### config.mk
export PLATFORM = sky130hd
export DESIGN_NAME = if_id_stage_reg
export DESIGN_NICKNAME = d
export VERILOG_FILES = /design/src/rtl/if_id_stage_reg.sv
export SDC_FILE = /design/constraint.sdc
export NUM_CORES = 1
export LEC_CHECK = 0
export CAP_MARGIN = 10
export CORE_ASPECT_RATIO = 0.7
export CORE_MARGIN = 2
export CORE_UTILIZATION = 45
export CTS_CLUSTER_SIZE = 30
export DETAILED_ROUTE_END_ITERATION = 12
export GPL_ROUTABILITY_DRIVEN = 1
export PLACE_DENSITY_LB_ADDON = 0.15
export SYNTH_ARGS = -nofsm -noshare
export SYNTH_HDL_FRONTEND = slang
export SYNTH_SLANG_ARGS = --single-unit
### constraint.sdc
create_clock -name clk -period 1.48 [get_ports clk]
set_input_delay 0.296 -clock clk [delete_from_list [all_inputs] [get_ports clk]]
set_output_delay 0.296 -clock clk [all_outputs]
set_load 0.05 [all_outputs]
### src/rtl/if_id_stage_reg.sv
// IF/ID pipeline register with valid/ready handshake, stall, flush and skid.
// Decodes the held instruction into R/I/J fields, immediates and jump target.
module if_id_stage_reg #(
  parameter int          PC_W      = 32,
  parameter logic [31:0] NOP_INSTR = 32'h0000_0000,
  parameter bit          SKID_EN   = 1'b1
) (
  input  logic            clk,
  input  logic            rst,
  input  logic            if_valid,
  output logic            if_ready,
  input  logic [PC_W-1:0] if_pc_4,
  input  logic [31:0]     if_instr,
  input  logic            stall,
  input  logic            flush,
  output logic            id_valid,
  output logic [PC_W-1:0] id_pc_4,
  output logic [31:0]     id_instr,
  output logic [5:0]      opcode,
  output logic [4:0]      rs,
  output logic [4:0]      rt,
  output logic [4:0]      rd,
  output logic [4:0]      shamt,
  output logic [5:0]      funct,
  output logic [15:0]     imm,
  output logic [31:0]     imm_sext,
  output logic [31:0]     imm_zext,
  output logic [PC_W-1:0] jmp_target
);

  typedef struct packed {
    logic [PC_W-1:0] pc_4;
    logic [31:0]     instr;
  } if_id_t;

  typedef enum logic [1:0] {
    EMPTY = 2'b00,
    FULL  = 2'b01,
    SKID  = 2'b11
  } state_t;

  if_id_t main_q;
  if_id_t main_d;
  if_id_t skid_q;
  if_id_t skid_d;
  if_id_t in_beat;
  if_id_t nop_beat;
  logic   main_v_q;
  logic   main_v_d;
  logic   skid_v_q;
  logic   skid_v_d;
  logic   acc;
  state_t state;

  assign in_beat  = '{pc_4: if_pc_4, instr: if_instr};
  assign nop_beat = '{pc_4: '0, instr: NOP_INSTR};

  // The skid bit is only ever set while main is valid.
  always_comb begin
    state = FULL;
    if (!main_v_q)
      state = EMPTY;
    else if (skid_v_q)
      state = SKID;
  end

  generate
    if (SKID_EN) begin : g_skid_ready
      assign if_ready = !rst && (state != SKID);
    end else begin : g_comb_ready
      assign if_ready = !rst && (!main_v_q || !stall);
    end
  endgenerate

  assign acc = if_valid && if_ready;

  always_comb begin
    main_d   = main_q;
    main_v_d = main_v_q;
    skid_d   = skid_q;
    skid_v_d = skid_v_q;
    if (flush) begin
      main_d   = nop_beat;
      main_v_d = 1'b0;
      skid_d   = nop_beat;
      skid_v_d = 1'b0;
    end else begin
      unique case (1'b1)
        state == EMPTY: begin
          if (acc) begin
            main_d   = in_beat;
            main_v_d = 1'b1;
          end
        end
        state == FULL && !stall: begin
          if (acc) begin
            main_d = in_beat;
          end else begin
            main_d   = nop_beat;
            main_v_d = 1'b0;
          end
        end
        state == FULL && stall: begin
          if (acc && SKID_EN) begin
            skid_d   = in_beat;
            skid_v_d = 1'b1;
          end
        end
        state == SKID && !stall: begin
          main_d   = skid_q;
          skid_d   = nop_beat;
          skid_v_d = 1'b0;
        end
        state == SKID && stall: begin
        end
      endcase
    end
  end

  always_ff @(posedge clk) begin
    if (rst) begin
      main_q   <= nop_beat;
      main_v_q <= 1'b0;
      skid_q   <= nop_beat;
      skid_v_q <= 1'b0;
    end else begin
      main_q   <= main_d;
      main_v_q <= main_v_d;
      skid_q   <= skid_d;
      skid_v_q <= skid_v_d;
    end
  end

  assign id_valid = main_v_q;
  assign id_pc_4  = main_q.pc_4;
  assign id_instr = main_q.instr;

  assign opcode   = id_instr[31:26];
  assign rs       = id_instr[25:21];
  assign rt       = id_instr[20:16];
  assign rd       = id_instr[15:11];
  assign shamt    = id_instr[10:6];
  assign funct    = id_instr[5:0];
  assign imm      = id_instr[15:0];
  assign imm_sext = {{16{imm[15]}}, imm};
  assign imm_zext = {16'b0, imm};

  // Narrow PC paths keep only the low bits of the 28-bit region offset.
  generate
    if (PC_W > 28) begin : g_jt_wide
      assign jmp_target = {id_pc_4[PC_W-1:28], id_instr[25:0], 2'b00};
    end else begin : g_jt_narrow
      logic [27:0] tgt28;
      assign tgt28      = {id_instr[25:0], 2'b00};
      assign jmp_target = tgt28[PC_W-1:0];
    end
  endgenerate

endmodule
==> flow_metrics.env <==
export IMPL_status="finished, violations left"
export IMPL_violations="setup timing"
export IMPL_cts_hold_buf=0
export IMPL_ys_seq_elements=130
export IMPL_initial_core_util_pct=46.3
export IMPL_layout_drive_gt1_share_pct=45.2
export IMPL_synthTopCellsByArea="dfxtp_1, buf_4, a311oi_2"
export IMPL_swShare_pct=30.6
export IMPL_internal_power_mw=7.80
export IMPL_critPathCaptureType="flop"
export IMPL_numCtsBuffers=17
export IMPL_grt_antenna_before_repair=0
export IMPL_syn_area_mm2=0.00760
export IMPL_max_cap_violations=0
export IMPL_fin_nets=1045
export IMPL_setup_viol=3
export IMPL_rsz0062_at_grt="yes"
export IMPL_min_path_type="in2reg"
export IMPL_final_common_cell="buf_12"
export IMPL_synth_cells=832
export IMPL_synth_edf_count=0
export IMPL_path_class="reg2reg"
export IMPL_seq_power_share_pct=32.8
export IMPL_clock_skew_ns=0.00952
export IMPL_setup_slack_ns=-0.0498
export IMPL_vias_per_cell=5.94
export IMPL_start_kind="flop"
export IMPL_cts_root_buf="clkbuf_16"
export IMPL_leakage_nw=4.37
export IMPL_arrival_ns=1.87
export IMPL_coreArea_mm2=0.0164
export IMPL_wl_per_cell_um=21.2
export IMPL_grt_pass1_wl_mm=39.4
export IMPL_ant_nets=0
export IMPL_h_tree_depth=4
export IMPL_path_cells="nor3b_4, buf_6, bufbuf_16, nand3_1, a21oi_2"
export IMPL_yosys_area_top_type="dfxtp_1"
export IMPL_tns_ns=-0.0743
export IMPL_final_cell_mix="buf_12, dfxtp_1, clkdlybuf4s50_1"
export IMPL_drv_slew=0
export IMPL_yosysWarnings=0
export IMPL_grt_ovfl_total=0
export IMPL_vdd_ir_drop_max_mv=0.748
export IMPL_cellPowerDensity_mw_per_mm2=880
export IMPL_portBuffers=260
export IMPL_ys_types=28
export IMPL_p_clk_share_pct=40.6
export IMPL_synth_seq_area_share_pct=34.3
export IMPL_worstSkewPairLatency_ns=0.42
export IMPL_period_share_pct=103
export IMPL_pwr_share_comb_pct=26.6
export IMPL_total_power_mw=11.2
export IMPL_areaGrowthSynthToFinish_pct=68.1
export IMPL_clock_path_buffers=2
export IMPL_place_gp_congestion=0.771
export IMPL_wirelength_mm=25.7
export IMPL_cpPeakStageDelay_ns=0.38
export IMPL_async_flop_share_pct=0
export IMPL_hold_viol_final=0
export IMPL_first_global_vias=7079
export IMPL_chipWidth_um=159
export IMPL_slowest_stage="dfxtp_4"
export IMPL_die_h_um=113
export IMPL_drtIter0Drc=610
export IMPL_synth_top_area_share_pct=34.3
export IMPL_min_period_ns=1.53
export IMPL_cts_sinks=130
export IMPL_clock_fmax_mhz=654
export IMPL_path_max_fanout=29
export IMPL_num_vias=7210
export IMPL_grt_usage_pct=27.1
export IMPL_fp_dieArea_mm2=0.0180
export IMPL_dr_pass1_iters=7
export IMPL_io_pins=279
export IMPL_dp_hpwl_mm=16.2
export IMPL_path_clk_slew_ns=0.06
export IMPL_netSwitchingPower_mw=3.44
export IMPL_num_rows=39
export IMPL_syn_avg_cell_area_um2=9.13
export IMPL_cp_data_required_time_ns=1.82
export IMPL_cts_tree="yes"
export IMPL_grt_max_degree=42
export IMPL_drc=0
export IMPL_antenna_diode_count=0
export IMPL_yosys_most_used_dff="dfxtp_1"
Yosys cell counts (2+ instances only):
cell type / number
buf_4: 152
dfxtp_1: 130
a21oi_1: 66
nand2_1: 65
o21ai_0: 65
nand3_1: 64
nor3_1: 64
a311oi_2: 60
o211ai_2: 60
buf_2: 50
buf_6: 15
clkbuf_1: 12
a311oi_1: 4
clkbuf_2: 4
o211ai_1: 4
buf_1: 3
nor3b_2: 2
or2_1: 2
cell families after synthesis:
logic type,Yosys count,synth area share [%]
buf+inv,237,21.6
flops,130,34.3
simple gates,204,12.8
compound gates,260,31.3
other cells,1,0.0494
state kept, by name (all words and copies together), names as in the netlist:
name and cells:
skid_q 64, id_instr 32, id_pc_4 32, skid_v_q 1, id_valid 1
area by class of cell:
cell class,instances,area (um2)
inverter,1,3.75
sequential,130,2620
timing repair buffer,344,5740
clock inverter,13,181
tap,225,282
multi-input combinational,482,3490
fill,981,3630
clock buffer,19,453
timing repair:
item                                   in CTS  in global routing
setup buffers                               2                  3
pin swaps                                   4                 13
endpoints found under the hold margin       0                  0
setup endpoints to repair                 137                 61
gates cloned                                5                  6
resized for setup                          10                 24
path summary, 6_finish.rpt:
kind / startpoint / endpoint / depth (start not counted) / slack, ns
worst min register to register: skid_q[40] / skid_q[40] / 2 / 0.47
worst max-delay path: skid_v_q / skid_q[26] / 5 / -0.05
worst max register to register: skid_v_q / skid_q[26] / 5 / -0.05
worst min-delay path: if_valid / id_valid / 3 / 0.31
critical path: cells and delay by family, from the launching register on:
kind / cells / cell delay [ns]
buffers and inverters: 2 / 0.48
flip-flops: 1 / 0.38
AO/OA/AOI/OAI: 1 / 0.21
AND/OR/NAND/NOR: 2 / 0.39
layer usage:
metal  global-route usage, %  up-vias  part of all wire (%)
met4                    9.52        0                   2.1
met2                    45.5      483                    49
met3                    6.96       62                   9.7
li1                        -     3153                     -
met5                       0        -                     0
met1                    34.0     3512                    39
stage by stage:
step / utilization, % / cells / worst slack, ns / hold WS (ns) / instance area (um2)
global placement: 71.6 / 1167 / -0.468 / 0.457 / 11700
CTS: 76.7 / 1206 / 0.00649 / 0.295 / 12600
floorplan: - / 849 / 0.0203 / 0.415 / 7670
detailed placement: 71.6 / 1167 / -0.583 / 0.463 / 11700
global route: 77.9 / 1214 / -0.0840 / 0.317 / 12800
finish: 77.9 / 1214 / -0.0498 / 0.310 / 12800
power groups by stage:
stage	logic, mW	registers (mW)	clock network (mW)
after floorplan	1.44	3.97	0
after global placement	2.81	3.76	0
after detailed placement	2.86	3.76	0
after CTS	2.94	3.69	4.55
after global routing	3.08	3.69	4.73
final	2.99	3.68	4.56
(Power assumes the default switching activity.)
